File: src/rtl/boot_loader.sv
// Loads a length-prefixed little-endian byte stream into instruction memory; a word write issues the cycle after its 4th byte, one byte/cycle.
// Backpressure via in_ready (high only while loading). Macro BOOT_LOADER_CHECKSUM_EN adds a trailing zero-sum checksum byte.
module boot_loader #(
    parameter int unsigned DEPTH     = 1024,
    parameter logic [31:0] BASE_ADDR = 32'h0000_0000
) (
    input  logic        clk,
    input  logic        rst,
    input  logic        start,
    input  logic        in_valid,
    input  logic [7:0]  in_data,
    output logic        in_ready,
    output logic        imem_we,
    output logic [31:0] imem_addr,
    output logic [31:0] imem_wdata,
    output logic        core_rst_n,
    output logic        busy,
    output logic        done,
    output logic        error
);

    typedef enum logic [2:0] {
        IDLE,
        LEN_LO,
        LEN_HI,
        DATA,
`ifdef BOOT_LOADER_CHECKSUM_EN
        CSUM,
`endif
        DONE,
        ERROR
    } state_t;

`ifdef BOOT_LOADER_CHECKSUM_EN
    localparam state_t AFTER_DATA = CSUM;
`else
    localparam state_t AFTER_DATA = DONE;
`endif
    localparam logic [31:0] DEPTH_W = 32'(DEPTH);

    state_t      state_q, state_d;
    logic [1:0]  byte_cnt_q, byte_cnt_d;
    logic [15:0] word_cnt_q, word_cnt_d;
    logic [15:0] len_q, len_d;
    logic [23:0] wbuf_q, wbuf_d;
`ifdef BOOT_LOADER_CHECKSUM_EN
    logic [7:0]  csum_q, csum_d;
`endif
    logic        in_ready_q, in_ready_d;
    logic        imem_we_q, imem_we_d;
    logic [31:0] imem_addr_q, imem_addr_d;
    logic [31:0] imem_wdata_q, imem_wdata_d;
    logic        core_rst_n_q, core_rst_n_d;
    logic        busy_q, busy_d;
    logic        done_q, done_d;
    logic        error_q, error_d;

    logic        accept;
    logic [15:0] n_len;

    assign accept = in_valid && in_ready_q;
    assign n_len  = {in_data, len_q[7:0]};

    always_comb begin
        state_d      = state_q;
        byte_cnt_d   = byte_cnt_q;
        word_cnt_d   = word_cnt_q;
        len_d        = len_q;
        wbuf_d       = wbuf_q;
        imem_we_d    = 1'b0;
        imem_addr_d  = imem_addr_q;
        imem_wdata_d = imem_wdata_q;
`ifdef BOOT_LOADER_CHECKSUM_EN
        csum_d       = accept ? 8'(csum_q + in_data) : csum_q;
`endif
        case (state_q)
            IDLE, DONE, ERROR: begin
                if (start) begin
                    state_d    = LEN_LO;
                    byte_cnt_d = 2'd0;
                    word_cnt_d = 16'd0;
`ifdef BOOT_LOADER_CHECKSUM_EN
                    csum_d     = 8'd0;
`endif
                end
            end
            LEN_LO: begin
                if (accept) begin
                    len_d[7:0] = in_data;
                    state_d    = LEN_HI;
                end
            end
            LEN_HI: begin
                if (accept) begin
                    len_d = n_len;
                    if ({16'd0, n_len} > DEPTH_W) state_d = ERROR;
                    else if (n_len == 16'd0)      state_d = AFTER_DATA;
                    else                          state_d = DATA;
                end
            end
            DATA: begin
                if (accept) begin
                    byte_cnt_d = byte_cnt_q + 2'd1;
                    case (byte_cnt_q)
                        2'd0: wbuf_d[7:0]   = in_data;
                        2'd1: wbuf_d[15:8]  = in_data;
                        2'd2: wbuf_d[23:16] = in_data;
                        default: begin
                            imem_we_d    = 1'b1;
                            imem_addr_d  = BASE_ADDR + {14'd0, word_cnt_q, 2'b00};
                            imem_wdata_d = {in_data, wbuf_q};
                            // Word counter stops at N-1 so the last word's address stays in range.
                            if (word_cnt_q == len_q - 16'd1) state_d = AFTER_DATA;
                            else                             word_cnt_d = word_cnt_q + 16'd1;
                        end
                    endcase
                end
            end
`ifdef BOOT_LOADER_CHECKSUM_EN
            CSUM: begin
                if (accept) state_d = (8'(csum_q + in_data) == 8'h00) ? DONE : ERROR;
            end
`endif
            default: state_d = IDLE;
        endcase

        busy_d       = !(state_d inside {IDLE, DONE, ERROR});
        in_ready_d   = busy_d;
        done_d       = (state_d == DONE);
        error_d      = (state_d == ERROR);
        core_rst_n_d = (state_d == DONE);
    end

    always_ff @(posedge clk or negedge rst) begin
        if (!rst) begin
            state_q      <= IDLE;
            byte_cnt_q   <= 2'd0;
            word_cnt_q   <= 16'd0;
            len_q        <= 16'd0;
            wbuf_q       <= 24'd0;
`ifdef BOOT_LOADER_CHECKSUM_EN
            csum_q       <= 8'd0;
`endif
            in_ready_q   <= 1'b0;
            imem_we_q    <= 1'b0;
            imem_addr_q  <= BASE_ADDR;
            imem_wdata_q <= 32'd0;
            core_rst_n_q <= 1'b0;
            busy_q       <= 1'b0;
            done_q       <= 1'b0;
            error_q      <= 1'b0;
        end else begin
            state_q      <= state_d;
            byte_cnt_q   <= byte_cnt_d;
            word_cnt_q   <= word_cnt_d;
            len_q        <= len_d;
            wbuf_q       <= wbuf_d;
`ifdef BOOT_LOADER_CHECKSUM_EN
            csum_q       <= csum_d;
`endif
            in_ready_q   <= in_ready_d;
            imem_we_q    <= imem_we_d;
            imem_addr_q  <= imem_addr_d;
            imem_wdata_q <= imem_wdata_d;
            core_rst_n_q <= core_rst_n_d;
            busy_q       <= busy_d;
            done_q       <= done_d;
            error_q      <= error_d;
        end
    end

    assign in_ready   = in_ready_q;
    assign imem_we    = imem_we_q;
    assign imem_addr  = imem_addr_q;
    assign imem_wdata = imem_wdata_q;
    assign core_rst_n = core_rst_n_q;
    assign busy       = busy_q;
    assign done       = done_q;
    assign error      = error_q;

endmodule

File: config.mk
export PLATFORM = sky130hd
export DESIGN_NAME = boot_loader
export DESIGN_NICKNAME = d
export VERILOG_FILES = /design/src/rtl/boot_loader.sv
export SDC_FILE = /design/constraint.sdc
export NUM_CORES = 1
export LEC_CHECK = 0
export CORE_UTILIZATION = 49
export CTS_CLUSTER_SIZE = 20
export DETAILED_ROUTE_END_ITERATION = 10
export GPL_TIMING_DRIVEN = 0
export PLACE_DENSITY = 0.86
export SYNTH_ARGS = -nofsm -noshare
export SYNTH_HDL_FRONTEND = slang
export SYNTH_SLANG_ARGS = --single-unit
File: constraint.sdc
create_clock -name clk -period 3.31 [get_ports clk]
set_input_delay 0.662 -clock clk [delete_from_list [all_inputs] [get_ports clk]]
set_output_delay 0.662 -clock clk [all_outputs]
set_load 0.005 [all_outputs]
==> run_results.csv, run 1 <==
group,metric,value,unit
run_status,status,"finished clean",
clock_tree,clk_latency,0.52,ns
synthesis,avgSynthCellArea,11.6,um2
synthesis,synth_ff_type,"dfrtp_1",
global_route,antenna_found_initial,0,
layout,fin_area,0.00716,mm2
drt,met3_length,968,um
layout,drive_gt1_frac,0.289,
timing,tightestPinTransition,0.705,ns
setup_path,worstPathArrival,3.66,ns
clock_tree,cts_made_buffers,17,
drt,drtAntennaViolNets,0,
synthesis,synth-async-reset-ratio,1.00,
flow_run,cap_violations,0,
drt,maxUsedRoutingLayer,"met4",
setup_path,worst_setup_path_start_kind,"flop",
place,place.gp.congestion,0.851,
clock_tree,cts_hold_buf,0,
clock_tree,cts_tree,"built",
setup_path,critPathMaxFanout,10,
synthesis,synth-seq-cells,113,
floorplan,rows,38,
drt,wl_met2,7090,um
layout,antennaDiodeCount,0,
pwr,p_per_area,740,mW/mm2
timing,setup_ws,0.0864,ns
floorplan,start_util,0.506,
layout,nNetsFinal,601,
pwr,p_int,3.55,mW
floorplan,fp.dieH,108,um
drt,via_count,4293,
pwr,p_leak,3.17,nW
setup_path,cp_data_required_time,3.75,ns
synthesis,synth_edf_count,0,
timing,period_needed,3.22,ns
timing,slew-limit-headroom,0.523,
timing,setup_viol,0,
clock_tree,root_buffer,"clkbuf_8",
clock_tree,clock_sinks,113,
setup_path,path_class,"flop to flop",
timing,min_period_over_period,0.974,
drt,firstDrtPassIters,7,
floorplan,core_area,0.0109,mm2
synthesis,yosysSeqAreaShare,0.513,
clock_tree,clk_pin_slew,0.06,ns
timing,worst_hold_slack,0.181,ns
global_route,grt_pass1_wl,21600,um
pwr,switching_power,1.74,mW
floorplan,ios,82,
drt,vias_per_cell,5.84,
clock_tree,clk_path_buf_depth,2,
synthesis,yosysWarnings,0,
synthesis,yosysUniqueCellTypes,59,
layout,final_core_util,0.657,
drt,finalWirelength,14000,um
clock_tree,htreeDepth,4,
timing,clock_skew,0.00589,ns
global_route,overflow,0,
place,io_buffer_count,64,
drt,wl_per_cell,19.0,um
place,placed_area,0.00640,mm2
timing,report.final.slew_viol_count,0,
place,place_ws,-0.320,ns
timing,max_freq,0.310,GHz
global_route,grt_max_degree,60,
synthesis,postSynthCellCount,475,
pwr,switching_share,0.329,
global_route,grt_usage,0.249,
timing,setup_tns,0,ns
floorplan,die_w,108,um
place,dp_hpwl,8950,um
pwr,pwr-share-clk,0.329,
global_route,grt_pass1_vias,4321,
pwr,ir_drop,0.000524,V
synthesis,syn-cell-area,0.00551,mm2
pwr,pwr-share-comb,0.298,
floorplan,dieArea,0.0117,mm2
drt,wl_met1,5450,um
pwr,pwr-share-seq,0.373,
worst_hold_path,hold_class,"primary input to async pin",
setup_path,critPathCaptureType,"flop",
drt,drt_iter0_drc,430,
drt,drc,0,
timing,finalHoldViolCount,0,
layout,syn_to_final_growth,29.9,%
[layout by cell type (no fill, tap or decap), types with 5 or more instances in the layout]
cell type,n
nand4_1,8
o31ai_1,8
buf_4,29
xnor2_1,9
dfrtp_1,111
clkinvlp_4,5
inv_1,14
nor3_1,5
clkbuf_1,17
a21oi_1,17
ha_1,5
clkbuf_16,16
xor2_1,7
nor2b_1,6
clkdlybuf4s50_1,63
o21ai_0,15
mux2_2,82
nand2_1,35
nand3_1,8
or4_1,7
nor2_1,14
mux2i_1,6
conb_1,16
[through the flow]
stage | power (mW) | std cells
2_1_floorplan | 2.86 | 490
3_3_place_gp | 3.22 | 694
3_5_place_dp | 3.31 | 695
4_1_cts | 5.15 | 728
5_1_grt | 5.54 | 735
6_report | 5.29 | 735
[power groups by stage]
stage	clock [mW]	combinational [mW]	sequential, mW
4_1_cts	1.75	1.45	1.95
6_report	1.74	1.58	1.98
3_3_place_gp	0	1.29	1.94
3_5_place_dp	0	1.35	1.96
5_1_grt	1.82	1.71	2.01
2_1_floorplan	0	0.969	1.89
[metal layers]
layer / vias to the layer above / track usage
met3: 56 / 0.0639
met5: - / 0
li1: 1900 / -
met1: 2130 / 0.298
met2: 207 / 0.414
met4: 0 / 0.127
[synth_stat cells, types with 3 or more instances]
| cell | number | area [um2] |
|---|---|---|
| a2111o_1 | 3 | 33.8 |
| a21oi_1 | 17 | 85.1 |
| and2_1 | 4 | 25.0 |
| and3_1 | 4 | 25.0 |
| buf_2 | 5 | 25.0 |
| buf_4 | 18 | 135 |
| clkbuf_1 | 18 | 67.6 |
| dfrtp_1 | 113 | 2830 |
| ha_1 | 6 | 75.1 |
| inv_1 | 16 | 60.1 |
| mux2_2 | 82 | 923 |
| mux2i_1 | 6 | 60.1 |
| nand2_1 | 35 | 131 |
| nand3_1 | 8 | 40.0 |
| nand4_1 | 8 | 50.1 |
| nor2_1 | 16 | 60.1 |
| nor2b_1 | 6 | 37.5 |
| nor3_1 | 6 | 30.0 |
| nor4_1 | 4 | 25.0 |
| o211ai_1 | 3 | 22.5 |
| o21ai_0 | 15 | 75.1 |
| o31ai_1 | 8 | 60.1 |
| or3_1 | 4 | 25.0 |
| or4_1 | 10 | 75.1 |
| xnor2_1 | 10 | 87.6 |
| xor2_1 | 7 | 61.3 |
[critical path: stages, from the launching register on]
cell      delay, ns
dfrtp_2        0.45
inv_2          0.10
ha_4           0.16
nor4bb_1       0.29
o211ai_1       0.12
a311o_1        0.37
a2111o_1       0.41
or4_4          0.56
o21ai_4        0.23
buf_4          0.21
o31ai_1        0.09
a21oi_1        0.15
[path summary, 6_finish.rpt]
| path | cells past startpoint | startpoint | end | slack, ns |
|---|---|---|---|---|
| setup / recovery | 11 | len_q[0]$_DFFE_PN0P_ | word_cnt_q[15]$_DFFE_PN0P_ | 0.09 |
| hold / removal | 1 | rst | wbuf_q[19]$_DFFE_PN0P_ | 0.18 |
| setup reg to reg | 11 | len_q[0]$_DFFE_PN0P_ | word_cnt_q[15]$_DFFE_PN0P_ | 0.09 |
| hold reg to reg | 2 | imem_addr[11]$_DFFE_PN0P_ | imem_addr[11]$_DFFE_PN0P_ | 0.49 |
| max in group asynchronous | 2 | rst | len_q[0]$_DFFE_PN0P_ | 2.40 |
| min in group clk | 2 | imem_addr[11]$_DFFE_PN0P_ | imem_addr[11]$_DFFE_PN0P_ | 0.49 |
[kinds of logic (layout without fill, tap and decap cells)]
group | after synthesis | in the layout | synth area share
AND/OR/NAND/NOR | 119 | 119 | 0.122
flip-flops | 113 | 113 | 0.513
multiplexers | 88 | 88 | 0.179
AO/OA/AOI/OAI | 72 | 72 | 0.0911
buffers and inverters | 59 | 164 | 0.0536
XOR/XNOR | 17 | 17 | 0.0270
adder cells (fa/ha/maj) | 6 | 6 | 0.0136
other | 1 | 16 | 0.000681
[registers in the layout, indices dropped and copies added, names as in the netlist]
| signal | flops |
|---|---|
| imem_we | 1 |
| word_cnt_q | 16 |
| done | 1 |
| len_q | 16 |
| busy | 1 |
| byte_cnt_q | 2 |
| state_q | 3 |
| wbuf_q | 24 |
| imem_addr | 16 |
| imem_wdata | 32 |
| error | 1 |
[cell type report]
cell class / count / area, um2
buffer: 42 / 240
clock buffer: 18 / 428
clock inverter: 13 / 139
fill: 715 / 3730
inverter: 16 / 60.1
multi-input combinational: 318 / 2540
sequential: 113 / 2830
tap: 140 / 175
timing repair buffer: 75 / 744
[what timing repair did]
action / in CTS / in global routing
setup buffers: 2 / 8
endpoints found under the setup margin: 21 / 21
pin swaps: 1 / 8
gates resized for setup: 14 / 12
Power figures use the tool's default switching activity.
==> inputs of run 2 (changes only) <==
--- a/config.mk
+++ b/config.mk
@@ -5,6 +5,8 @@
 export SDC_FILE = /design/constraint.sdc
 export NUM_CORES = 1
 export LEC_CHECK = 0
+export CAP_MARGIN = 5
+export CORE_MARGIN = 10
 export CORE_UTILIZATION = 49
 export CTS_CLUSTER_SIZE = 20
 export DETAILED_ROUTE_END_ITERATION = 10
==> run 2 against run 1 <==
Power increased by 2.4%. Wire length grew 7.4%. Hold slack better by 0.13 ns. Largest power group unchanged. Highest routed layer unchanged.
==> run_results.csv, run 2 (synthesis results as in run 1) <==
group,metric,value,unit
timing,report.final.slew_viol_count,0,
drt,maxUsedRoutingLayer,"met4",
floorplan,die_w,126,um
floorplan,fp.dieH,126,um
setup_path,worst_path_largest_cell_delay,0.56,ns
place,io_buffer_count,64,
clock_tree,htreeDepth,4,
drt,firstDrtPassIters,7,
clock_tree,clock_sinks,113,
run_status,status,"finished clean",
clock_tree,clk_path_buf_depth,2,
timing,clock_skew,0.00567,ns
floorplan,dieArea,0.0159,mm2
drt,drtAntennaViolNets,0,
place,place_inst,695,
timing,min_period_over_period,0.981,
flow_run,cap_violations,0,
setup_path,cp_data_required_time,3.66,ns
clock_tree,cts_made_buffers,17,
global_route,grt_max_degree,58,
layout,nFillCells,757,
layout,syn_to_final_growth,30.4,%
pwr,p_per_area,754,mW/mm2
worst_hold_path,hold_class,"primary input to async pin",
setup_path,path_class,"flop to flop",
timing,slew-limit-headroom,0.510,
pwr,p_leak,3.19,nW
drt,drc,0,
place,placed_area,0.00640,mm2
global_route,antenna_found_initial,0,
setup_path,critPathCaptureType,"flop",
setup_path,critPathMaxFanout,6,
pwr,ir_drop,0.000499,V
timing,setup_viol,0,
global_route,grt_pass1_wl,23900,um
drt,drt_iter0_drc,406,
place,dp_hpwl,9820,um
setup_path,crit_chain,"inv_2 -> ha_4 -> nor3b_4 -> buf_4 -> nor4_4 -> a31oi_1 -> o311a_1 -> or4b_1 -> or4_4 -> o31ai_4 -> and2_4",
floorplan,start_util,0.504,
global_route,overflow,0,
timing,tightestPinTransition,0.724,ns
floorplan,rows,38,
clock_tree,root_buffer,"clkbuf_16",
layout,fin_area,0.00718,mm2
setup_path,worstPathArrival,3.60,ns
pwr,fin_total_pwr,5.42,mW
timing,worst_hold_slack,0.308,ns
layout,seq_area,0.00283,mm2
layout,stdcell_count,733,
drt,via_count,4289,
setup_path,worst_setup_path_start_kind,"flop",
layout,drive_gt1_frac,0.287,
drt,wl_met2,7810,um
timing,setup_tns,0,ns
timing,period_needed,3.25,ns
drt,wl_per_cell,20.5,um
setup_path,slowest_stage,"or4b_1",
floorplan,core_area,0.0109,mm2
floorplan,ios,82,
layout,largest_reg_flops,32,
timing,max_freq,0.308,GHz
drt,met3_length,1110,um
clock_tree,cts_tree,"built",
layout,antennaDiodeCount,0,
clock_tree,clk_pin_slew,0.05,ns
global_route,grt_usage,0.184,
layout,multi_input_area,0.00256,mm2
clock_tree,cts_hold_buf,0,
drt,finalWirelength,15000,um
drt,wl_met1,5610,um
timing,finalHoldViolCount,0,
drt,vias_per_cell,5.85,
global_route,grt_pass1_vias,4520,
layout,final_cell_mix,"dfrtp_1 (111), mux2_2 (82), clkdlybuf4s50_1 (63), nand2_1 (35), buf_4 (28)",
clock_tree,clk_latency,0.41,ns
place,place.gp.congestion,0.895,
layout,layout_commonest_cell,"dfrtp_1",
layout,nNetsFinal,599,
-- run 2: changes by cell type in the layout (fill, tap and decap cells not counted), moves of 2 or more --
cell	change
a21oi_2	+2
clkbuf_1	+2
a21oi_1	-2
clkinvlp_4	-4
-- run 2: final cells by class --
| type | instances | share of cell area |
|---|---|---|
| buffer | 41 | 0.0324 |
| clock buffer | 21 | 0.0641 |
| clock inverter | 10 | 0.0188 |
| inverter | 16 | 0.00836 |
| multi-input combinational | 318 | 0.356 |
| sequential | 113 | 0.394 |
| tap | 140 | 0.0244 |
| timing repair buffer | 74 | 0.102 |
-- run 2: timing repair --
action                                  in CTS  in global routing
resized for setup                           10                 18
buffers inserted                             5                  4
endpoints found under the setup margin      21                 20
pin swaps                                    1                  6
-- run 2: critical path, delay by kind of cell (launching register included) --
kind / cells / cell delay [ns]
flops: 1 / 0.41
fa+ha+maj: 1 / 0.17
compound gates: 3 / 0.71
buf+inv: 2 / 0.24
simple gates: 5 / 1.66
-- run 2: per-layer routing --
metal,track usage,vias up
met4,0.0790,0
met1,0.209,2108
li1,-,1901
met3,0.0533,58
met5,0,-
met2,0.317,222
-- run 2: per-stage QoR --
stage                     setup WS [ns]   util
after floorplan                   0.203      -
after global placement            -2.52  0.583
after detailed placement         -0.320  0.586
after CTS                        0.0107  0.647
after global routing            -0.0852  0.657
final                            0.0645  0.657
-- run 2: worst paths after layout --
kind	from	end	slack, ns	cells past startpoint
worst max-delay path	len_q[1]$_DFFE_PN0P_	done$_DFF_PN0_	0.06	11
worst min-delay path	rst	wbuf_q[13]$_DFFE_PN0P_	0.31	1
worst max register to register	len_q[1]$_DFFE_PN0P_	done$_DFF_PN0_	0.06	11
worst min register to register	imem_addr[3]$_DFFE_PN0P_	imem_addr[3]$_DFFE_PN0P_	0.49	2
max in group asynchronous	rst	imem_addr[8]$_DFFE_PN0P_	2.27	2
min in group clk	imem_addr[3]$_DFFE_PN0P_	imem_addr[3]$_DFFE_PN0P_	0.49	2
-- run 2: power by group --
part           switching (mW)  internal, mW
sequential              0.279          1.69
clock                   0.635          1.21
combinational           0.818         0.788
total                    1.73          3.69
